[config.mk]
export PLATFORM = sky130hd
export DESIGN_NAME = umni_controle_umidade
export DESIGN_NICKNAME = d
export VERILOG_FILES = /design/src/rtl/umni_pkg.sv /design/src/rtl/umni_debounce.sv /design/src/rtl/umni_controle_umidade.sv
export SDC_FILE = /design/constraint.sdc
export NUM_CORES = 1
export LEC_CHECK = 0
export ABC_CLOCK_PERIOD_IN_PS = 4100
export CAP_MARGIN = 20
export CORE_ASPECT_RATIO = 1.4
export CORE_MARGIN = 1.5
export CORE_UTILIZATION = 55
export CTS_CLUSTER_DIAMETER = 100
export DETAILED_ROUTE_END_ITERATION = 7
export GPL_TIMING_DRIVEN = 0
export PLACE_DENSITY_LB_ADDON = 0.3
export SLEW_MARGIN = 40
export SYNTH_ARGS = -nofsm -noshare
export SYNTH_HDL_FRONTEND = slang
export SYNTH_SLANG_ARGS = --single-unit
[constraint.sdc]
create_clock -name clock_geral -period 4.1 [get_ports clock_geral]
set_input_delay 0.82 -clock clock_geral [delete_from_list [all_inputs] [get_ports clock_geral]]
set_output_delay 0.82 -clock clock_geral [all_outputs]
set_load 0.02 [all_outputs]
[src/rtl/umni_pkg.sv]
// Shared types, constants and helpers for the UMNI humidity controller.
package umni_pkg;

  typedef enum logic [1:0] {
    DESLIGADO    = 2'd0,
    AGUARDANDO   = 2'd1,
    UMIDIFICANDO = 2'd2,
    SATISFEITO   = 2'd3
  } estado_e;

  localparam int unsigned UMIDADE_MAX = 100;

  // Clamp a humidity reading (or power request) to the physical maximum.
  function automatic int unsigned satura_umidade(input int unsigned valor);
    return (valor > UMIDADE_MAX) ? UMIDADE_MAX : valor;
  endfunction

endpackage

[src/rtl/umni_debounce.sv]
// Two-flop synchroniser followed by a stability counter. The debounced level only
// follows the synchronised input after DEBOUNCE_CICLOS consecutive cycles of a new level.
module umni_debounce #(
  parameter int unsigned DEBOUNCE_CICLOS = 4
) (
  input  logic clk_i,
  input  logic rst_ni,
  input  logic botao_i,
  output logic nivel_o
);

  localparam int unsigned CW = $clog2(DEBOUNCE_CICLOS + 1);

  logic          sync1_q, sync1_d;
  logic          sync2_q, sync2_d;
  logic          nivel_q, nivel_d;
  logic [CW-1:0] cnt_q, cnt_d;

  // Next-state: synchroniser shift and stability count; any bounce restarts the count.
  always_comb begin
    sync1_d = botao_i;
    sync2_d = sync1_q;
    nivel_d = nivel_q;
    cnt_d   = '0;
    if (sync2_q != nivel_q) begin
      if (cnt_q == CW'(DEBOUNCE_CICLOS - 1)) begin
        nivel_d = sync2_q;
      end else begin
        cnt_d = cnt_q + CW'(1);
      end
    end
  end

  // State registers.
  always_ff @(posedge clk_i or negedge rst_ni) begin
    if (!rst_ni) begin
      sync1_q <= 1'b0;
      sync2_q <= 1'b0;
      nivel_q <= 1'b0;
      cnt_q   <= '0;
    end else begin
      sync1_q <= sync1_d;
      sync2_q <= sync2_d;
      nivel_q <= nivel_d;
      cnt_q   <= cnt_d;
    end
  end

  assign nivel_o = nivel_q;

endmodule

[src/rtl/umni_controle_umidade.sv]
// Humidity-control core: sensor averaging, sliding temporal mean and hysteresis FSM
// that drives the vaporiser, enabled by debounced push-buttons.
module umni_controle_umidade
  import umni_pkg::*;
#(
  parameter int unsigned N_SENSORES      = 4,
  parameter int unsigned LARGURA         = 7,
  parameter int unsigned LOG2_JANELA     = 2,
  parameter int unsigned HISTERESE       = 2,
  parameter int unsigned DEBOUNCE_CICLOS = 4
) (
  input  logic                          clock_geral,
  input  logic                          reset_geral_n,
  input  logic                          amostra_valida,
  input  logic [N_SENSORES*LARGURA-1:0] sensores,
  input  logic [LARGURA-1:0]            umidade_ref,
  input  logic [LARGURA-1:0]            ajuste_de_modo,
  input  logic                          botao_on_off,
  input  logic                          botao_LED,
  output logic [LARGURA-1:0]            umidade_atual_media,
  output logic [LARGURA-1:0]            umidade_atual_temporal,
  output logic                          media_valida,
  output logic [1:0]                    estado,
  output logic                          umidificador_ligado,
  output logic [LARGURA-1:0]            pot_umidade,
  output logic                          LED_int
);

  localparam int unsigned LOG2_N = $clog2(N_SENSORES);
  localparam int unsigned SSW    = LARGURA + LOG2_N;       // sensor sum width
  localparam int unsigned SW     = LARGURA + LOG2_JANELA;  // window sum width
  localparam int unsigned DEPTH  = 1 << LOG2_JANELA;
  localparam int unsigned FW     = LOG2_JANELA + 1;        // fill counter holds DEPTH
  localparam int unsigned CW     = LARGURA + 1;            // comparison width

  // Stage 1: spatial mean of the saturated sensor words.
  logic [SSW-1:0]     soma_sens;
  logic [LARGURA-1:0] media_q, media_d;
  logic               val1_q, val1_d;

  // Stage 2: circular window and running sum.
  logic [LARGURA-1:0]     janela_q [DEPTH];
  logic [LARGURA-1:0]     janela_d [DEPTH];
  logic [LOG2_JANELA-1:0] ptr_q, ptr_d;
  logic [SW-1:0]          soma_q, soma_d;
  logic [FW-1:0]          fill_q, fill_d;

  // Control.
  logic               nivel_on, nivel_led;
  logic               on_prev_q, on_prev_d, led_prev_q, led_prev_d;
  logic               hab_umid_q, hab_umid_d, hab_led_q, hab_led_d;
  estado_e            state_q, state_d;
  logic [LARGURA-1:0] pot_q, pot_d;
  logic               baixa, alta;
  logic [CW-1:0]      temp_ext;

  umni_debounce #(
    .DEBOUNCE_CICLOS(DEBOUNCE_CICLOS)
  ) u_deb_on_off (
    .clk_i  (clock_geral),
    .rst_ni (reset_geral_n),
    .botao_i(botao_on_off),
    .nivel_o(nivel_on)
  );

  umni_debounce #(
    .DEBOUNCE_CICLOS(DEBOUNCE_CICLOS)
  ) u_deb_led (
    .clk_i  (clock_geral),
    .rst_ni (reset_geral_n),
    .botao_i(botao_LED),
    .nivel_o(nivel_led)
  );

  // Stage 1 next-state: saturate, sum and shift; the mean holds between strobes.
  always_comb begin
    soma_sens = '0;
    for (int i = 0; i < int'(N_SENSORES); i++) begin
      soma_sens = soma_sens + SSW'(satura_umidade(32'(sensores[i*LARGURA +: LARGURA])));
    end
    val1_d  = amostra_valida;
    media_d = amostra_valida ? LARGURA'(soma_sens >> LOG2_N) : media_q;
  end

  // Stage 2 next-state: replace the oldest sample and adjust the running sum.
  always_comb begin
    janela_d = janela_q;
    ptr_d    = ptr_q;
    soma_d   = soma_q;
    fill_d   = fill_q;
    if (val1_q) begin
      janela_d[ptr_q] = media_q;
      soma_d          = soma_q + SW'(media_q) - SW'(janela_q[ptr_q]);
      ptr_d           = ptr_q + LOG2_JANELA'(1);
      if (fill_q != FW'(DEPTH)) begin
        fill_d = fill_q + FW'(1);
      end
    end
  end

  // Comparison flags at one extra bit so temporal + band cannot wrap.
  always_comb begin
    temp_ext = {1'b0, umidade_atual_temporal};
    baixa    = (temp_ext + CW'(HISTERESE)) < {1'b0, umidade_ref};
    alta     = temp_ext >= {1'b0, umidade_ref};
  end

  // Button edge toggles and hysteresis FSM; disabling the humidifier overrides everything.
  always_comb begin
    on_prev_d  = nivel_on;
    led_prev_d = nivel_led;
    hab_umid_d = hab_umid_q ^ (nivel_on & ~on_prev_q);
    hab_led_d  = hab_led_q ^ (nivel_led & ~led_prev_q);
    state_d    = state_q;
    if (!hab_umid_q) begin
      state_d = DESLIGADO;
    end else begin
      unique case (state_q)
        DESLIGADO:    state_d = AGUARDANDO;
        AGUARDANDO:   if (media_valida) state_d = baixa ? UMIDIFICANDO : SATISFEITO;
        UMIDIFICANDO: if (alta) state_d = SATISFEITO;
        SATISFEITO:   if (baixa) state_d = UMIDIFICANDO;
        default:      state_d = DESLIGADO;
      endcase
    end
    pot_d = (state_d == UMIDIFICANDO) ? LARGURA'(satura_umidade(32'(ajuste_de_modo))) : '0;
  end

  // All state registers; reset discards the whole window history.
  always_ff @(posedge clock_geral or negedge reset_geral_n) begin
    if (!reset_geral_n) begin
      media_q    <= '0;
      val1_q     <= 1'b0;
      janela_q   <= '{default: '0};
      ptr_q      <= '0;
      soma_q     <= '0;
      fill_q     <= '0;
      on_prev_q  <= 1'b0;
      led_prev_q <= 1'b0;
      hab_umid_q <= 1'b0;
      hab_led_q  <= 1'b0;
      state_q    <= DESLIGADO;
      pot_q      <= '0;
    end else begin
      media_q    <= media_d;
      val1_q     <= val1_d;
      janela_q   <= janela_d;
      ptr_q      <= ptr_d;
      soma_q     <= soma_d;
      fill_q     <= fill_d;
      on_prev_q  <= on_prev_d;
      led_prev_q <= led_prev_d;
      hab_umid_q <= hab_umid_d;
      hab_led_q  <= hab_led_d;
      state_q    <= state_d;
      pot_q      <= pot_d;
    end
  end

  assign umidade_atual_media    = media_q;
  assign umidade_atual_temporal = LARGURA'(soma_q >> LOG2_JANELA);
  assign media_valida           = (fill_q == FW'(DEPTH));
  assign estado                 = state_q;
  assign umidificador_ligado    = (state_q == UMIDIFICANDO);
  assign pot_umidade            = pot_q;
  assign LED_int                = hab_led_q;

endmodule

# == Word-level counts from Yosys, hierarchy flattened ==
# Index checks and enable logic that the tools add are counted.
# classes
n_eq_ne,10
addsub,10
reduce_logical,5
order_cmp,9
bitwise,7
n_mux,22
# ops
op,count
7-bit two-way mux,9
7-bit > comparator (second input constant),5
28-bit bitwise mux,1
9-bit by 7-bit adder with 9-bit output,2
7-bit binary-select mux with 2-bit select,1
7-bit demux with 2-bit select,1
3-bit two-way mux,4
3-bit by 1-bit adder with 3-bit output (second input constant),3
8-bit by 7-bit adder with 9-bit output,1
9-bit by 7-bit subtractor with 9-bit output,1
7-bit by 2-bit adder with 8-bit output (second input constant),1
7-bit by 7-bit adder with 8-bit output,1
8-bit by 7-bit < comparator with 1-bit output,1
2-bit two-way mux,4
2-bit one-hot mux with 4 select lines,1
7-bit >= comparator,1
2-bit == test (second input constant),3
3-bit by 2-bit == test with 1-bit output (second input constant),2
2-bit AND reduction,3
3-bit == test (second input constant),1
3-bit >= comparator (second input constant),1
3-bit by 1-bit < comparator with 1-bit output (second input constant),1
3-bit inequality test (second input constant),1
2-bit NOT with 3-bit output,1
other kinds (9),13
# word_totals
wordCells,86
out_inout_bits,26
inputBits,47
regBits,75

# == Longest topological paths before layout ==
# Gate-level depths: netlist of run 1.
# depth
word_depth,8
depth_mapped,14
depth_no_buf,14

# == By module ==
# From an unflattened synthesis of run 1, not the netlist that was laid out.
# hier_totals
cells_unflattened,494
area_unflattened_um2,4825.9
# by_module_without_submodules
mod,area_each_um2,cells_each,instances
umni_controle_umidade,4393.0,468,1
umni_debounce,216.5,13,2

# == Worst setup path after synthesis of run 1 ==
# OpenSTA, ideal clock, no wires.
# synth_timing
path_type,input-to-reg
startpoint,input sensores[0]
endpoint,"register media_q[4], in the netlist umidade_atual_media[4]"
cell_stages,13
setup_slack_ns,0.434
t_arrival_ns,3.528
setup_ns,0.138
cell_sequence,o21ai_0 a21oi_1 or2_2 fa_1 inv_1 fa_1 inv_1 ha_1 or3_1 a31oi_1 o21bai_2 xnor2_1 mux2i_1
# synth_via
elab_chain_len,5
# synth_rtl
element,line_no,source
start: declaration,umni_controle_umidade.sv:15,"input logic [N_SENSORES*LARGURA-1:0] sensores,"
7-bit > comparator,umni_pkg.sv:15,return (valor > UMIDADE_MAX) ? UMIDADE_MAX : valor;
7-bit two-way mux *,umni_pkg.sv:15,
7-bit by 7-bit adder with 8-bit output *,umni_controle_umidade.sv:79,soma_sens = soma_sens + SSW'(satura_umidade(32'(sensores[i*LARGURA +: LARGURA])));
8-bit by 7-bit adder with 9-bit output *,umni_controle_umidade.sv:79,
9-bit by 7-bit adder with 9-bit output *,umni_controle_umidade.sv:79,
end signal: assignment,umni_controle_umidade.sv:145,media_q <= media_d;
end: declaration,umni_controle_umidade.sv:38,"logic [LARGURA-1:0] media_q, media_d;"
# Mark *: on every way between the ends. The rest lies on a longest branch, timed or not.
# A chain may end at the register's enable or synchronous reset.

# == Worst setup path after layout of run 1 ==
# Ends and elaborated chain as after synthesis.

==> impl_table.tex, run 1 <==
\begin{tabular}{lr}
\hline
Metric & Value \\
\hline
\multicolumn{2}{l}{\textbf{Global routing}} \\
\quad Number of global-route vias before repair & $\sim$3800 \\
\quad Largest net degree at the start of global routing & between 60 and 70 \\
\quad Wire length of the first global-routing pass & 16400 um \\
\quad Number of antenna violations at the first check in global routing & 0 \\
\quad Overall fraction of global-route tracks in use & 0.234 \\
\quad Congestion Overflow GR & 0 \\
\multicolumn{2}{l}{\textbf{Critical path}} \\
\quad Critical-path maximum fanout & 3 \\
\quad Critical Path End Type & flop \\
\quad Endpoint arrival time on the critical path & between 4 and 5 ns \\
\quad Startpoint-to-endpoint class of the critical path & in -> reg \\
\quad Type of element launching the critical path & input pin \\
\quad Crit path required time & roughly 4.3 ns \\
\multicolumn{2}{l}{\textbf{Floorplan}} \\
\quad Area of the core & 0.00856 mm\^{}2 \\
\quad Initial Utilization & 0.562 \\
\quad Die Area & approximately 0.0093 mm\^{}2 \\
\quad Chip Height & between 100 and 150 um \\
\quad Chip Width & around 82 um \\
\quad IO Count & 73 \\
\quad \# rows & 40 \\
\multicolumn{2}{l}{\textbf{CTS}} \\
\quad Buffer cell driving the clock tree root & clkbuf\_16 \\
\quad CTS Buffer Depth & 2 \\
\quad Hold buffer count at cts & 0 \\
\quad Clock tree sinks & 75 \\
\quad Number of H-tree levels & 3 \\
\quad Setup bufs post-CTS & 0 \\
\quad Clock-pin slew of the registers on the worst-case setup and hold paths & approximately 0.05 ns \\
\quad Number of gates resized after cts & 0 \\
\quad Clock tree from TritonCTS & done \\
\quad Latest clock arrival within the worst-skew pair & 0.33 ns \\
\quad Number of clock buffers inserted by TritonCTS & 9 \\
\multicolumn{2}{l}{\textbf{Detailed routing}} \\
\quad Via count & 3640 \\
\quad Initial detailed-routing violation count & 187 \\
\quad Vias per cell & roughly 5.3 \\
\quad Final routed wirelength across all metal layers & slightly below 10000 um \\
\quad Routed wire per std cell & 14.1 um \\
\quad Drt first pass iters & 5 \\
\quad DRC violations left & 0 \\
\quad Routed Antenna Nets & 0 \\
\multicolumn{2}{l}{\textbf{Synthesis}} \\
\quad Sequential fraction of the synthesis area & 0.390 \\
\quad Cell types occupying the most area after synthesis & dfrtp\_1 (39\%), ha\_1 (9.9\%), fa\_1 (8.7\%), inv\_1 (5.9\%), nand2\_1 (4.4\%) \\
\quad Synth Area in XOR/XNOR & 0.0310 \\
\quad Largest family of logic cells by synthesized area & adder cells \\
\quad Simple-gate area share of the yosys netlist & 0.133 \\
\quad Post-synth EDFFs & 0 \\
\quad Mean instance size in the synthesized netlist & between 9 and 10 um\^{}2 \\
\quad Share of flip-flops with an asynchronous set or reset & 1.00 \\
\quad Number of warning messages in the yosys log & 0 \\
\quad Area of the mapped netlist & 0.00481 mm\^{}2 \\
\quad Portion of synthesized cell area occupied by the leading cell type & 0.390 \\
\quad Mux cell area share after synthesis & 0.0523 \\
\quad Most area-hungry cell type in the Yosys netlist & dfrtp\_1 \\
\quad Adder-Cell Fraction of Synth Area & 0.186 \\
\quad Fraction of the mapped netlist area in compound gates & 0.126 \\
\quad Number of nets in the synthesized netlist & about 600 \\
\quad Flip-flop and latch count after synthesis & 75 \\
\quad Gate count after technology mapping & 490 \\
\quad Post-synth cell types & 49 \\
\quad Synth Flop Type & dfrtp\_1 \\
\multicolumn{2}{l}{\textbf{Place}} \\
\quad Placement-stage cell area & between 0.005 and 0.006 mm\^{}2 \\
\quad Hpwl dp & 7500 um \\
\quad Final estimated routing congestion in global placement & between 0.7 and 0.8 \\
\quad Total of buffers placed on input and output ports & 72 \\
\multicolumn{2}{l}{\textbf{Timing}} \\
\quad Final count of negative-setup-slack endpoints & 0 \\
\quad Final clock skew & 0.00568 ns \\
\quad Fin. Hold Viols & 0 \\
\quad Transition time at the pin with the least slew margin & 0.546 ns \\
\quad Remaining max-slew budget at the tightest pin & 0.634 \\
\quad Setup\_tns & 0 ns \\
\quad Min cycle time layout & approximately 3.9 ns \\
\quad Max Fclk & between 200 and 300 MHz \\
\quad Final clock period utilization by the worst path & 0.956 \\
\quad Slew Viols, Final & 0 \\
\multicolumn{2}{l}{\textbf{Pwr}} \\
\quad Lkg Pwr & $\sim$2.8 nW \\
\quad Sum of internal, switching and leakage power & about 5.2 mW \\
\quad Ratio of total power to cell area & roughly 860 mW/mm\^{}2 \\
\quad Highest ir drop seen on vdd & roughly 0.00046 V \\
\multicolumn{2}{l}{\textbf{Min path}} \\
\quad Hold Crit Class & in -> async \\
\multicolumn{2}{l}{\textbf{Finish}} \\
\quad Leading cell types in the layout, fill and taps excluded & inv\_1 (76), dfrtp\_1 (75), clkdlybuf4s50\_1 (71) \\
\quad Post-route cell area & about 0.006 mm\^{}2 \\
\quad Final layout net count & a little under 700 \\
\quad Diode count & 0 \\
\quad Area Growth Syn to Fin & 24.7\% \\
\quad Layout fillers & between 600 and 700 \\
\quad Leading cell type in the layout, fill and taps excluded & inv\_1 \\
\quad Final cell utilization of the core & 0.701 \\
\quad Share of final-layout standard cells stronger than drive strength 1 & 0.0885 \\
\multicolumn{2}{l}{\textbf{Outcome}} \\
\quad Outcome & completed \\
\multicolumn{2}{l}{\textbf{Job}} \\
\quad Number of maximum-capacitance constraint violations & 0 \\
\hline
\end{tabular}
-- report_power, final --
| part | total, mW | internal, mW | switching [mW] |
|---|---|---|---|
| Sequential | 1.26 | 1.05 | 0.213 |
| Combinational | 3.16 | 1.44 | 1.72 |
| Clock | 0.752 | 0.478 | 0.274 |
-- stage by stage --
stage	setup WS (ns)	std cells	hold WS, ns
5_1_grt	-0.0111	681	0.300
3_5_place_dp	-0.350	668	0.335
2_1_floorplan	0.434	490	0.331
6_report	0.180	681	0.300
4_1_cts	0.00683	681	0.290
3_3_place_gp	-0.250	667	0.333
-- Yosys cell counts (2+ instances only) --
cell type  count
a211oi_1       8
a21o_1         2
a21oi_1       12
a31o_2         2
a31oi_1        4
and2_1         7
and3_1         2
buf_2          2
buf_4          7
clkbuf_1      10
dfrtp_1       75
fa_1          21
ha_1          38
inv_1         76
mux2_2         3
mux2i_1        6
mux4_2         7
nand2_1       57
nand2b_1       8
nand3_1        9
nor2_1        15
nor2b_1       15
nor3_1         8
nor3b_1        3
o2111ai_1      3
o211ai_1       5
o21a_1         4
o21ai_0       41
o21ai_1        2
or2_2          3
or3_1          2
xnor2_1       11
xor2_1         6
-- area by class of cell --
class	count	area, um^2	share of cell area
clock buffer	11	243	0.0405
sequential	75	1880	0.313
timing repair buffer	73	749	0.125
clock inverter	2	38.8	0.00647
buffer	20	104	0.0173
tap	105	131	0.0219
multi-input combinational	319	2570	0.428
inverter	76	285	0.0476
-- sequential cells by signal (all words and copies together) (netlist names) --
signal                flops
janela_q                 28
soma_q                    9
pot_umidade               7
umidade_atual_media       7
fill_q                    3
u_deb_led.cnt_q           3
u_deb_on_off.cnt_q        3
estado                    2
ptr_q                     2
LED_int                   1
hab_umid_q                1
led_prev_q                1
on_prev_q                 1
u_deb_led.nivel_o         1
u_deb_led.sync1_q         1
u_deb_led.sync2_q         1
u_deb_on_off.nivel_o      1
u_deb_on_off.sync1_q      1
u_deb_on_off.sync2_q      1
val1_q                    1
-- worst max-delay path, cell delays in order --
cell             delay, ns
clkdlybuf4s50_1       0.43
o21ai_2               0.16
a21oi_2               0.08
or2_2                 0.30
fa_1                  0.54
inv_1                 0.06
fa_1                  0.56
inv_1                 0.06
ha_1                  0.20
or3_1                 0.36
a31oi_2               0.21
o21bai_2              0.11
xnor2_1               0.14
mux2i_1               0.10
-- per-layer routing --
metal | wire length (um) | GRT usage | vias to the layer above | part of all wire
met2 | 5510 | 0.446 | 91 | 0.57
li1 | - | - | 1796 | -
met3 | 364 | 0.0488 | 9 | 0.038
met4 | 129 | 0.0802 | 0 | 0.013
met5 | 0 | 0 | - | 0
met1 | 3610 | 0.242 | 1744 | 0.38
-- cells by family after synthesis --
family	after synthesis
compound gates	94
fa+ha+maj	59
simple gates	133
flops	75
buf+inv	96
xor+xnor	17
mux	16
-- worst paths after layout --
check                                          startpoint                            endpoint  slack (ns)  cells past startpoint
setup / recovery                              sensores[0]  umidade_atual_media[4]$_DFFE_PN0P_        0.18                     14
hold / removal                              reset_geral_n            pot_umidade[2]$_DFF_PN0_        0.30                      1
setup reg to reg                     ptr_q[0]$_DFFE_PN0P_               soma_q[7]$_DFFE_PN0P_        0.80                     10
hold reg to reg            u_deb_on_off.sync1_q$_DFF_PN0_      u_deb_on_off.sync2_q$_DFF_PN0_        0.35                      0
max in group asynchronous                   reset_geral_n             janela_q[5]$_DFFE_PN0P_        3.27                      2
min in group clock_geral   u_deb_on_off.sync1_q$_DFF_PN0_      u_deb_on_off.sync2_q$_DFF_PN0_        0.35                      0
(Power assumes the default switching activity.)
==> run 2: changes to the inputs <==
- ABC_CLOCK_PERIOD_IN_PS: 4100 -> 3900
- clock period: 4.1 -> 3.9 ns (I/O delays scaled with it)
==> run 2 against run 1 <==
Compared with the run above:
- die area unchanged
- global-route usage grew 0.083 points
- via count grew 0.71%
- non-clock buffer count up 1
- sequential power up 6%
- clock skew down 0.0016 ns
- count of clock-buffer cells in the layout unchanged
- worst setup slack lost 0.061 ns
- final area grew 1.1%
- clock power is 5.2% higher
- worst hold slack lost 0.041 ns
- critical path type unchanged
==> impl_table.tex, run 2 (synthesis results as in run 1) <==
\begin{tabular}{lr}
\hline
Metric & Value \\
\hline
\multicolumn{2}{l}{\textbf{Detailed routing}} \\
\quad Final routed wirelength across all metal layers & a little under 10000 um \\
\quad Initial detailed-routing violation count & between 150 and 200 \\
\quad Routed Antenna Nets & 0 \\
\quad Drt first pass iters & 4 \\
\quad Routed wire per std cell & approximately 14 um \\
\quad DRC violations left & 0 \\
\quad Via count & 3666 \\
\quad Vias per cell & about 5.4 \\
\multicolumn{2}{l}{\textbf{Finish}} \\
\quad Final layout net count & 681 \\
\quad Registers with the most flip-flops & janela\_q (28), soma\_q (9) \\
\quad Leading cell type in the layout, fill and taps excluded & inv\_1 \\
\quad Area Growth Syn to Fin & 26.1\% \\
\quad Largest register by flop count & janela\_q \\
\quad Leading cell types in the layout, fill and taps excluded & inv\_1 (76), dfrtp\_1 (75), clkdlybuf4s50\_1 (59) \\
\quad Flip-flop count of the largest register after layout & 28 \\
\quad Final cell utilization of the core & 0.708 \\
\quad Share of final-layout standard cells stronger than drive strength 1 & 0.107 \\
\quad Diode count & 0 \\
\multicolumn{2}{l}{\textbf{Timing}} \\
\quad Max Fclk & $\sim$260 MHz \\
\quad Setup\_tns & 0 ns \\
\quad Min cycle time layout & between 3 and 4 ns \\
\quad Final clock period utilization by the worst path & 0.969 \\
\quad Fin. Hold Viols & 0 \\
\quad Final count of negative-setup-slack endpoints & 0 \\
\quad WHS & roughly 0.26 ns \\
\quad Remaining max-slew budget at the tightest pin & 0.621 \\
\quad Slew Viols, Final & 0 \\
\quad Final clock skew & slightly above 0.004 ns \\
\quad Transition time at the pin with the least slew margin & 0.568 ns \\
\quad Worst setup margin & 0.119 ns \\
\multicolumn{2}{l}{\textbf{Critical path}} \\
\quad Slowest cell on the critical path & fa\_1 \\
\quad Critical Path End Type & flop \\
\quad Startpoint-to-endpoint class of the critical path & in -> reg \\
\quad Crit path required time & around 4.1 ns \\
\quad Critical path buffer and inverter count & 3 \\
\quad Cell class contributing the biggest share of worst-path delay & adder cells \\
\quad Type of element launching the critical path & input pin \\
\quad Endpoint arrival time on the critical path & between 3 and 4 ns \\
\quad Cell Chain, Critical Path & clkdlybuf4s50\_1 -> nand2\_2 -> a21oi\_2 -> or2\_2 -> fa\_1 -> inv\_1 -> fa\_1 -> inv\_1 -> ha\_1 -> or3\_1 -> a31oi\_2 -> o21bai\_2 -> xnor2\_1 -> mux2i\_1 \\
\quad Critical path's largest stage delay & around 0.55 ns \\
\quad Critical-path maximum fanout & 3 \\
\multicolumn{2}{l}{\textbf{Outcome}} \\
\quad Outcome & completed \\
\multicolumn{2}{l}{\textbf{CTS}} \\
\quad Number of clock buffers inserted by TritonCTS & 9 \\
\quad Clock tree from TritonCTS & done \\
\quad Buffer cell driving the clock tree root & clkbuf\_16 \\
\quad Clock tree sinks & 75 \\
\quad Latest clock arrival within the worst-skew pair & about 0.33 ns \\
\quad Number of H-tree levels & 3 \\
\quad CTS Buffer Depth & 2 \\
\quad Clock-pin slew of the registers on the worst-case setup and hold paths & roughly 0.050 ns \\
\multicolumn{2}{l}{\textbf{Floorplan}} \\
\quad IO Count & 73 \\
\quad Area of the core & 0.00856 mm\^{}2 \\
\quad Chip Height & approximately 110 um \\
\quad \# rows & 40 \\
\quad Chip Width & roughly 80 um \\
\quad Initial Utilization & 0.562 \\
\quad Die Area & between 0.009 and 0.01 mm\^{}2 \\
\multicolumn{2}{l}{\textbf{Place}} \\
\quad Worst slack at placement & -0.510 ns \\
\quad Total of buffers placed on input and output ports & 72 \\
\quad Hpwl dp & $\sim$7500 um \\
\quad Final estimated routing congestion in global placement & approximately 0.8 \\
\multicolumn{2}{l}{\textbf{Pwr}} \\
\quad Highest ir drop seen on vdd & 0.000489 V \\
\quad Sum of internal, switching and leakage power & approximately 5.5 mW \\
\quad Ratio of total power to cell area & between 900 and 1000 mW/mm\^{}2 \\
\quad Lkg Pwr & slightly below 3 nW \\
\multicolumn{2}{l}{\textbf{Job}} \\
\quad Number of maximum-capacitance constraint violations & 0 \\
\multicolumn{2}{l}{\textbf{Global routing}} \\
\quad Wire length of the first global-routing pass & between 15000 and 20000 um \\
\quad Largest net degree at the start of global routing & 63 \\
\quad Number of global-route vias before repair & between 3000 and 4000 \\
\quad Overall fraction of global-route tracks in use & 0.234 \\
\quad Number of antenna violations at the first check in global routing & 0 \\
\quad Congestion Overflow GR & 0 \\
\multicolumn{2}{l}{\textbf{Min path}} \\
\quad Hold Crit Class & in -> async \\
\hline
\end{tabular}
## run 2: cell count changes in the layout (fill, tap and decap cells not counted), moves of 2 or more
cell / previous run / this run
o21ai_1: 4 / 1
nor2_1: 14 / 12
nand2_2: 0 / 2
nor2_2: 1 / 3
nand2_1: 57 / 55
dlymetal6s2s_1: 0 / 12
clkdlybuf4s50_1: 71 / 59
o21ai_2: 2 / 5
## run 2: worst register-to-register path: cells and delay by family, from the launching register on
| kind | cells | cell delay (ns) |
|---|---|---|
| xor+xnor | 1 | 0.17 |
| compound gates | 3 | 0.75 |
| buf+inv | 2 | 0.38 |
| fa+ha+maj | 2 | 0.83 |
| flops | 1 | 0.40 |
| mux | 2 | 0.65 |
## run 2: area by class of cell
class | count | area [um^2]
timing repair buffer | 74 | 787
sequential | 75 | 1880
buffer | 20 | 104
tap | 105 | 131
clock buffer | 11 | 243
inverter | 76 | 285
multi-input combinational | 319 | 2600
clock inverter | 2 | 38.8
fill | 646 | 2490
## run 2: per-layer routing
| metal | share of wire | vias to the layer above | track usage |
|---|---|---|---|
| met2 | 0.57 | 99 | 0.449 |
| li1 | - | 1794 | - |
| met1 | 0.37 | 1758 | 0.242 |
| met4 | 0.019 | 0 | 0.0802 |
| met5 | 0 | - | 0 |
| met3 | 0.040 | 15 | 0.0496 |
## run 2: repair_timing
| action | in CTS | in global routing |
|---|---|---|
| buffers inserted | 0 | 1 |
| hold buffers | 0 | 0 |
| endpoints found under the setup margin | 2 | 5 |
| gates resized for setup | 6 | 27 |
| pin swaps | 2 | 11 |
## run 2: final timing paths
path / from / endpoint / slack (ns) / depth (start not counted)
max in group asynchronous: reset_geral_n / janela_q[5]$_DFFE_PN0P_ / 3.11 / 2
min reg2reg: u_deb_on_off.sync1_q$_DFF_PN0_ / u_deb_on_off.sync2_q$_DFF_PN0_ / 0.35 / 0
max reg2reg: ptr_q[0]$_DFFE_PN0P_ / soma_q[7]$_DFFE_PN0P_ / 0.60 / 10
min: reset_geral_n / pot_umidade[2]$_DFF_PN0_ / 0.26 / 1
max: sensores[12] / umidade_atual_media[4]$_DFFE_PN0P_ / 0.12 / 14
min in group clock_geral: u_deb_on_off.sync1_q$_DFF_PN0_ / u_deb_on_off.sync2_q$_DFF_PN0_ / 0.35 / 0
## run 2: per-stage QoR
step / std cells / cell area, um^2
final: 682 / 6060
after global routing: 682 / 6060
after CTS: 681 / 5990
after detailed placement: 668 / 5690
after global placement: 667 / 5660
after floorplan: 490 / 4810
## run 2: report_power, final
group	internal [mW]	switching, mW
Combinational	1.53	1.82
Clock	0.502	0.288
Sequential	1.10	0.225
==> run 3: changes to the inputs <==
- SETUP_SLACK_MARGIN: default -> 0.3
==> run 3 against run 2 <==
Compared with the run above:
- global-route usage rose by 0.20 points
- combinational power barely moved
- sequential cell count did not move
- utilization rose by 0.19 points
- final area rose by 0.27%
- via count rose by 1.3%
- total power rose by 0.59%
- critical path type unchanged
- largest power group unchanged
==> impl_table.tex, run 3 (synthesis results as in run 1) <==
\begin{tabular}{lr}
\hline
Metric & Value \\
\hline
\multicolumn{2}{l}{\textbf{Min path}} \\
\quad Hold Crit Class & in -> async \\
\multicolumn{2}{l}{\textbf{Finish}} \\
\quad Largest register by flop count & janela\_q \\
\quad Layout fillers & about 670 \\
\quad Area Growth Syn to Fin & 26.4\% \\
\quad Registers with the most flip-flops & janela\_q (28), soma\_q (9) \\
\quad Flip-flop count of the largest register after layout & 28 \\
\quad Share of final-layout standard cells stronger than drive strength 1 & 0.142 \\
\quad Leading cell types in the layout, fill and taps excluded & dfrtp\_1 (75), inv\_1 (75), nand2\_1 (54) \\
\quad Diode count & 0 \\
\quad Final layout net count & between 600 and 700 \\
\quad Final cell utilization of the core & 0.710 \\
\multicolumn{2}{l}{\textbf{Detailed routing}} \\
\quad Via count & roughly 3700 \\
\quad Routed wire per std cell & 14.4 um \\
\quad DRC violations left & 0 \\
\quad Drt first pass iters & 4 \\
\quad Initial detailed-routing violation count & between 70 and 80 \\
\quad Vias per cell & 5.39 \\
\quad Routed Antenna Nets & 0 \\
\quad Final routed wirelength across all metal layers & around 10000 um \\
\multicolumn{2}{l}{\textbf{CTS}} \\
\quad Number of H-tree levels & 3 \\
\quad Buffer cell driving the clock tree root & clkbuf\_16 \\
\quad Clock tree sinks & 75 \\
\quad Latest clock arrival within the worst-skew pair & 0.34 ns \\
\quad CTS Buffer Depth & 2 \\
\quad Number of clock buffers inserted by TritonCTS & 9 \\
\quad Clock-pin slew of the registers on the worst-case setup and hold paths & roughly 0.060 ns \\
\quad Clock tree from TritonCTS & done \\
\multicolumn{2}{l}{\textbf{Critical path}} \\
\quad Startpoint-to-endpoint class of the critical path & in -> reg \\
\quad Type of element launching the critical path & input pin \\
\quad Endpoint arrival time on the critical path & 3.72 ns \\
\quad Startpoint of the most critical register-to-register path & ptr\_q[0]\$\_DFFE\_PN0P\_ \\
\quad Crit path required time & roughly 4.1 ns \\
\quad First element of the critical path & sensores[1] \\
\quad R2R depth & 10 \\
\quad Critical Path End Type & flop \\
\quad Reg-to-reg endpoint & soma\_q[7]\$\_DFFE\_PN0P\_ \\
\quad Critical-path maximum fanout & 3 \\
\quad Register-to-register setup slack & between 0.5 and 0.6 ns \\
\multicolumn{2}{l}{\textbf{Timing}} \\
\quad Transition time at the pin with the least slew margin & roughly 0.58 ns \\
\quad Final clock skew & 0.00561 ns \\
\quad Slew Viols, Final & 0 \\
\quad Max Fclk & around 280 MHz \\
\quad Final clock period utilization by the worst path & 0.906 \\
\quad Unrepaired setup endpoints after global routing & false \\
\quad Min cycle time layout & 3.53 ns \\
\quad Worst setup margin & around 0.37 ns \\
\quad Remaining max-slew budget at the tightest pin & 0.613 \\
\quad Fin. Hold Viols & 0 \\
\quad Final count of negative-setup-slack endpoints & 0 \\
\multicolumn{2}{l}{\textbf{Outcome}} \\
\quad Outcome & completed \\
\multicolumn{2}{l}{\textbf{Pwr}} \\
\quad Ratio of total power to cell area & approximately 900 mW/mm\^{}2 \\
\quad Lkg Pwr & around 2.9 nW \\
\quad Highest ir drop seen on vdd & about 0.00055 V \\
\quad Sum of internal, switching and leakage power & around 5.5 mW \\
\multicolumn{2}{l}{\textbf{Floorplan}} \\
\quad Area of the core & about 0.0086 mm\^{}2 \\
\quad IO Count & 73 \\
\quad Die Area & between 0.009 and 0.01 mm\^{}2 \\
\quad \# rows & 40 \\
\quad Chip Width & between 80 and 90 um \\
\quad Initial Utilization & 0.562 \\
\quad Chip Height & $\sim$110 um \\
\multicolumn{2}{l}{\textbf{Global routing}} \\
\quad Wire length of the first global-routing pass & around 17000 um \\
\quad Congestion Overflow GR & 0 \\
\quad Number of global-route vias before repair & 3777 \\
\quad Overall fraction of global-route tracks in use & 0.236 \\
\quad Number of antenna violations at the first check in global routing & 0 \\
\quad Largest net degree at the start of global routing & 64 \\
\multicolumn{2}{l}{\textbf{Place}} \\
\quad Final estimated routing congestion in global placement & 0.795 \\
\quad Total of buffers placed on input and output ports & just over 70 \\
\quad Worst slack at placement & -0.498 ns \\
\quad Hpwl dp & approximately 7600 um \\
\multicolumn{2}{l}{\textbf{Job}} \\
\quad Number of maximum-capacitance constraint violations & 0 \\
\hline
\end{tabular}
==> run 3: cell types whose count changed in the layout (fill, tap and decap cells not counted), moves of 2 or more <==
cell	change
buf_4	+4
clkbuf_2	+6
clkdlybuf4s15_1	+7
clkdlybuf4s50_1	-9
clkinv_2	+2
dlygate4sd2_1	+8
dlymetal6s2s_1	-12
ha_1	-3
ha_2	+3
nor2b_1	-2
nor2b_2	+2
or2_2	-3
or2_4	+3
==> run 3: worst max-delay path: stages <==
cell and delay (ns):
dlygate4sd2_1 0.25, o21ai_2 0.14, a21oi_2 0.08, or2_4 0.23, fa_1 0.49, inv_2 0.04, fa_1 0.52, inv_1 0.05
ha_2 0.18, or3_4 0.40, a31oi_4 0.22, o21bai_4 0.10, xnor2_1 0.14, mux2i_1 0.10
==> run 3: final cells by class <==
| cell class | count | area [um^2] | area share |
|---|---|---|---|
| clock buffer | 10 | 229 | 0.0377 |
| tap | 105 | 131 | 0.0216 |
| multi-input combinational | 319 | 2640 | 0.434 |
| inverter | 76 | 285 | 0.0469 |
| buffer | 20 | 104 | 0.0171 |
| clock inverter | 6 | 65.1 | 0.0107 |
| timing repair buffer | 78 | 747 | 0.123 |
| sequential | 75 | 1880 | 0.309 |
==> run 3: worst max-delay path by stage <==
stage | end | slack (ns) | cells after the start
after global routing | umidade_atual_media[4]$_DFFE_PN0P_ | 0.26 | 14
after CTS | umidade_atual_media[4]$_DFFE_PN0P_ | 0.33 | 14
after detailed placement | umidade_atual_media[5]$_DFFE_PN0P_ | -0.50 | 14
after global placement | umidade_atual_media[5]$_DFFE_PN0P_ | -0.40 | 1
after floorplan | umidade_atual_media[4]$_DFFE_PN0P_ | 0.31 | 13
final | umidade_atual_media[4]$_DFFE_PN0P_ | 0.37 | 14
==> run 3: metal layers <==
metal / up-vias / share of wire / routed length (um) / global-route usage
met1: 1803 / 0.37 / 3650 / 0.250
li1: 1798 / - / - / -
met4: 0 / 0.026 / 255 / 0.0938
met5: - / 0 / 0 / 0
met3: 17 / 0.040 / 393 / 0.0512
met2: 95 / 0.57 / 5610 / 0.439
==> run 3: stage by stage <==
step	hold slack (ns)	TNS, ns	instance area [um^2]	instances
2_1_floorplan	0.331	0	4810	490
4_1_cts	0.251	0	6040	687
3_5_place_dp	0.337	-1.72	5690	668
5_1_grt	0.253	0	6080	689
6_report	0.253	0	6080	689
3_3_place_gp	0.332	-30.35	5660	667
==> run 3: where the power goes <==
group / total (mW) / leakage (nW) / internal [mW] / switching [mW]
registers: 1.33 / 0.931 / 1.10 / 0.226
logic: 3.35 / 1.82 / 1.54 / 1.81
clock network: 0.820 / 0.143 / 0.496 / 0.324
==> run 3: repair_timing <==
action | CTS | global route
endpoints found under the setup margin | 5 | 2
hold buffers | 0 | 0
pin swaps | 23 | 17
gates resized for setup | 47 | 28
buffers inserted | 3 | 2
==> edit 1, RTL diff (settings of run 3) <==
`N_SENSORES`: 4 -> 8.
--- a/src/rtl/umni_controle_umidade.sv
+++ b/src/rtl/umni_controle_umidade.sv
@@ -3,7 +3,7 @@
 module umni_controle_umidade
   import umni_pkg::*;
 #(
-  parameter int unsigned N_SENSORES      = 4,
+  parameter int unsigned N_SENSORES      = 8,
   parameter int unsigned LARGURA         = 7,
   parameter int unsigned LOG2_JANELA     = 2,
   parameter int unsigned HISTERESE       = 2,
Ports: changed (resized sensores); port bits go from 73 to 101. The function was not compared with the original's and may differ.
==> edit 1 against run 3 <==
The run now ends with negative setup slack left; clock power down 5.2%; synthesized area up 16%; total power up 22%; clock skew up 0.0012 ns; design area up 20%; wire length up 27%; sequential cell count unchanged; hold slack better by 0.040 ns; setup slack worse by 0.76 ns.
==> edit 1: results (changes against run 3) <==
status: "finished with violations"
violations: "negative setup slack"
rrSetupSlack_ns: 0.49  # -0.06 ns
cp_slowest_cell: "fa_2"
cp_slowest_stage_delay_ns: 0.58  # +0.06 ns
finalNonFillerCells: 843  # +22%
totalPowerFinal_w: 0.006699  # +22%
gr-usage-all-layers_pct: 24.81  # +1.2 points
cp-startpoint: "sensores[9]"
place_inst: 814  # +22%
ctsResizeCount: 198  # +320%
fin_skew_ns: 0.006858  # +0.001246 ns
fill_cells: 749  # +12%
rr_endpoint: "soma_q[5]$_DFFE_PN0P_"
synth_nets: 741  # +24%
fin_nets: 866  # +26%
place_hpwl_mm: 9.756  # +28%
buffer_ports.inserted: 100  # +39%
grt_pass1_vias: 4754  # +26%
p_sw_w: 0.002992  # +27%
synth_cell_type_count: 40  # -18%
setup_viol: 7  # +7
tns_ns: -1.589  # -1.589 ns
grt_pass1_wl_mm: 20.29  # +22%
synth.avg_cell_area_um2: 9.676  # -1.4%
hold_class: "in -> async"
yosysSeqAreaShare_pct: 33.56  # -5.5 points
arrival_ns: 4.50  # +0.78 ns
p_leak_nw: 3.549  # +23%
placed_cell_area_um2: 6833  # +20%
post_cts_buffers: 10  # +7
finalWeightedCongestion: 0.8802  # +11%
yosys.area_share.adder_pct: 26.00  # +7.4 points
worstPathMaxFanout: 2  # -1
slew_headroom_pct: 61.81  # +0.51 points
synth_compound_area_share_pct: 10.07  # -2.6 points
hold_ws_ns: 0.2938  # +0.04043 ns
drive_gt1_share_pct: 22.03  # +7.8 points
peakVddDrop_mv: 0.3882  # -29%
ys_top_cells_by_count: "inv_1 (103), dfrtp_1 (75), nand2_1 (62), o21ai_0 (50), fa_1 (47)"
synth_xor_area_share_pct: 2.662  # -0.43 points
num_vias: 4455  # +20%
grt_max_degree: 52  # -19%
comb-power_w: 0.00457  # +36%
drtIter0Drc: 157  # +100%
crit_end: "umidade_atual_media[5]$_DFFE_PN0P_"
pg_clk_w: 0.000777  # -5.2%
wl_per_cell_um: 14.93  # +3.8%
dpl_worst_slack_ns: -1.362  # -0.8639 ns
timing.final.ws_setup_ns: -0.3902  # -0.7578 ns
synth.area.mux_share_pct: 5.324  # +0.094 points
first_pass_iters: 4  # unchanged
==> edit 1: logic make-up after synthesis <==
kind of cell	after synthesis
AOI/OAI and AO/OA	99
xor gates and xnor gates	17
adders and majority gates	88
buffers and inverters	122
DFF	75
muxes	20
and+or+nand+nor	157
==> edit 1: layer usage <==
| layer | share of wire, % | wire length (um) | vias up | track usage, % |
|---|---|---|---|---|
| met5 | 0 | 0 | - | 0 |
| met4 | 4.8 | 598 | 0 | 15.14 |
| met3 | 4.0 | 505 | 38 | 4.169 |
| met2 | 57 | 7161 | 142 | 47.76 |
| met1 | 34 | 4324 | 2182 | 23.63 |
| li1 | - | - | 2093 | - |
==> edit 1: area by class of cell <==
cell class | instances | area (um2) | area share, %
clock inverter | 7 | 56.30 | 0.7727
sequential | 75 | 1877 | 25.76
clock buffer | 9 | 225.2 | 3.091
buffer | 19 | 117.6 | 1.614
tap | 135 | 168.9 | 2.318
inverter | 103 | 386.6 | 5.306
multi-input combinational | 381 | 3473 | 47.66
timing repair buffer | 114 | 982.2 | 13.48
==> edit 2, RTL diff (settings of run 3) <==
Without the edit above. Put one more register stage on the output `pot_umidade`, cleared by the reset. The value now appears one clock later. The other outputs are not delayed to match.
--- a/src/rtl/umni_controle_umidade.sv
+++ b/src/rtl/umni_controle_umidade.sv
@@ -162,7 +162,13 @@
   assign media_valida           = (fill_q == FW'(DEPTH));
   assign estado                 = state_q;
   assign umidificador_ligado    = (state_q == UMIDIFICANDO);
-  assign pot_umidade            = pot_q;
+  always_ff @(posedge clock_geral or negedge reset_geral_n) begin
+    if (!reset_geral_n) begin
+      pot_umidade <= '0;
+    end else begin
+      pot_umidade <= pot_q;
+    end
+  end
   assign LED_int                = hab_led_q;
 
 endmodule
Formal check against the unedited RTL: not equivalent (Yosys sat finds a counterexample within 10 cycles, from zero or initial values and one cycle with reset_geral_n low).
==> edit 2 against run 3 <==
Setup slack improved by 0.044 ns; total power increased by 2.1%; synthesized cell count increased by 1.4%; sequential cell count increased by 7; non-clock buffer count decreased by 2; synthesized area increased by 3.6%; first-iteration DRC count increased by 53%; wire length increased by 4.5%; hold slack improved by 0.029 ns; design area increased by 2.4%; clock skew increased by 0.0015 ns.
==> edit 2: results (changes against run 3) <==
synth-async-reset-ratio_pct: 100.0  # unchanged
arrival_ns: 3.69  # -0.03 ns
yosysSeqAreaShare_pct: 41.17  # +2.1 points
ys_top_cells_by_count: "dfrtp_1 (82), inv_1 (76), nand2_1 (57), o21ai_0 (41), ha_1 (38)"
peakVddDrop_mv: 0.5169  # -5.7%
status: "finished clean"
globalRouteMet3Util_pct: 5.057  # -0.063 points
place_inst: 675  # +1.0%
tightestPinTransition_ns: 0.5908  # +0.01423 ns
grt_pass1_vias: 4017  # +6.4%
synthCells: 497  # +1.4%
placed_cell_area_um2: 5864  # +3.1%
finalWeightedCongestion: 0.8633  # +8.6%
viasPerCell: 5.433  # +0.82%
ctsResizeCount: 42  # -11%
wl_met1_mm: 3.787  # +3.7%
use_met2_pct: 46.56  # +2.6 points
grt_pass1_wl_mm: 17.99  # +8.3%
grtUsageMet1_pct: 23.84  # -1.2 points
wl_met3_um: 400  # +1.8%
switching_share_pct: 42.74  # -0.11 points
pg_clk_w: 0.000821  # about the same
grt_max_degree: 62  # -3.1%
cp-startpoint: "sensores[6]"
route.met2.wl_mm: 5.854  # +4.3%
wl_per_cell_um: 14.95  # +3.9%
seqPwrFrac_pct: 25.2  # +1.0 points
drtIter0Drc: 118  # +53%
dpl_worst_slack_ns: -0.4305  # +0.06762 ns
synth_area_leaders: "dfrtp_1 (41%), ha_1 (9.5%), fa_1 (8.4%)"
drive_gt1_share_pct: 11.39  # -2.8 points
synth_nets: 603  # +1.2%
fin_skew_ns: 0.007080  # +0.001468 ns
p_leak_nw: 2.987  # +3.2%
gr-usage-all-layers_pct: 23.58  # -0.056 points
hold_ws_ns: 0.2822  # +0.02888 ns
post-route-period-util_pct: 89.45  # -1.1 points
## edit 2: cell types whose count changed after synthesis, sizes merged
cell and delta:
dfrtp +7
## edit 2: final cells by class
cell class                      instances  area, um2  area share (%)
Clock buffer                           11      232.7           3.739
Inverter                               76      285.3           4.583
Tap cell                              105      131.4           2.111
Sequential cell                        82       2052           32.96
Clock inverter                          4      52.55          0.8442
Timing Repair Buffer                   76      745.7           11.98
Buffer                                 20      103.9           1.668
Multi-Input combinational cell        319       2621           42.11
## edit 2: worst max-delay path: stages
cell and delay, ns:
dlygate4sd2_1 0.27, nand2_2 0.10, a21oi_2 0.05, or2_4 0.26
fa_1 0.55, inv_2 0.04, fa_1 0.53, inv_1 0.05
ha_2 0.18, or3_4 0.37, a31oi_4 0.18, o21bai_4 0.10
xnor2_1 0.14, mux2i_1 0.08
## edit 2: logic make-up after synthesis
logic type      share of synthesized area, %
buf+inv                                7.808
mux                                    5.046
simple gates                           12.83
fa+ha+maj                              17.98
compound gates                         12.18
xor+xnor                               2.988
flops                                  41.18
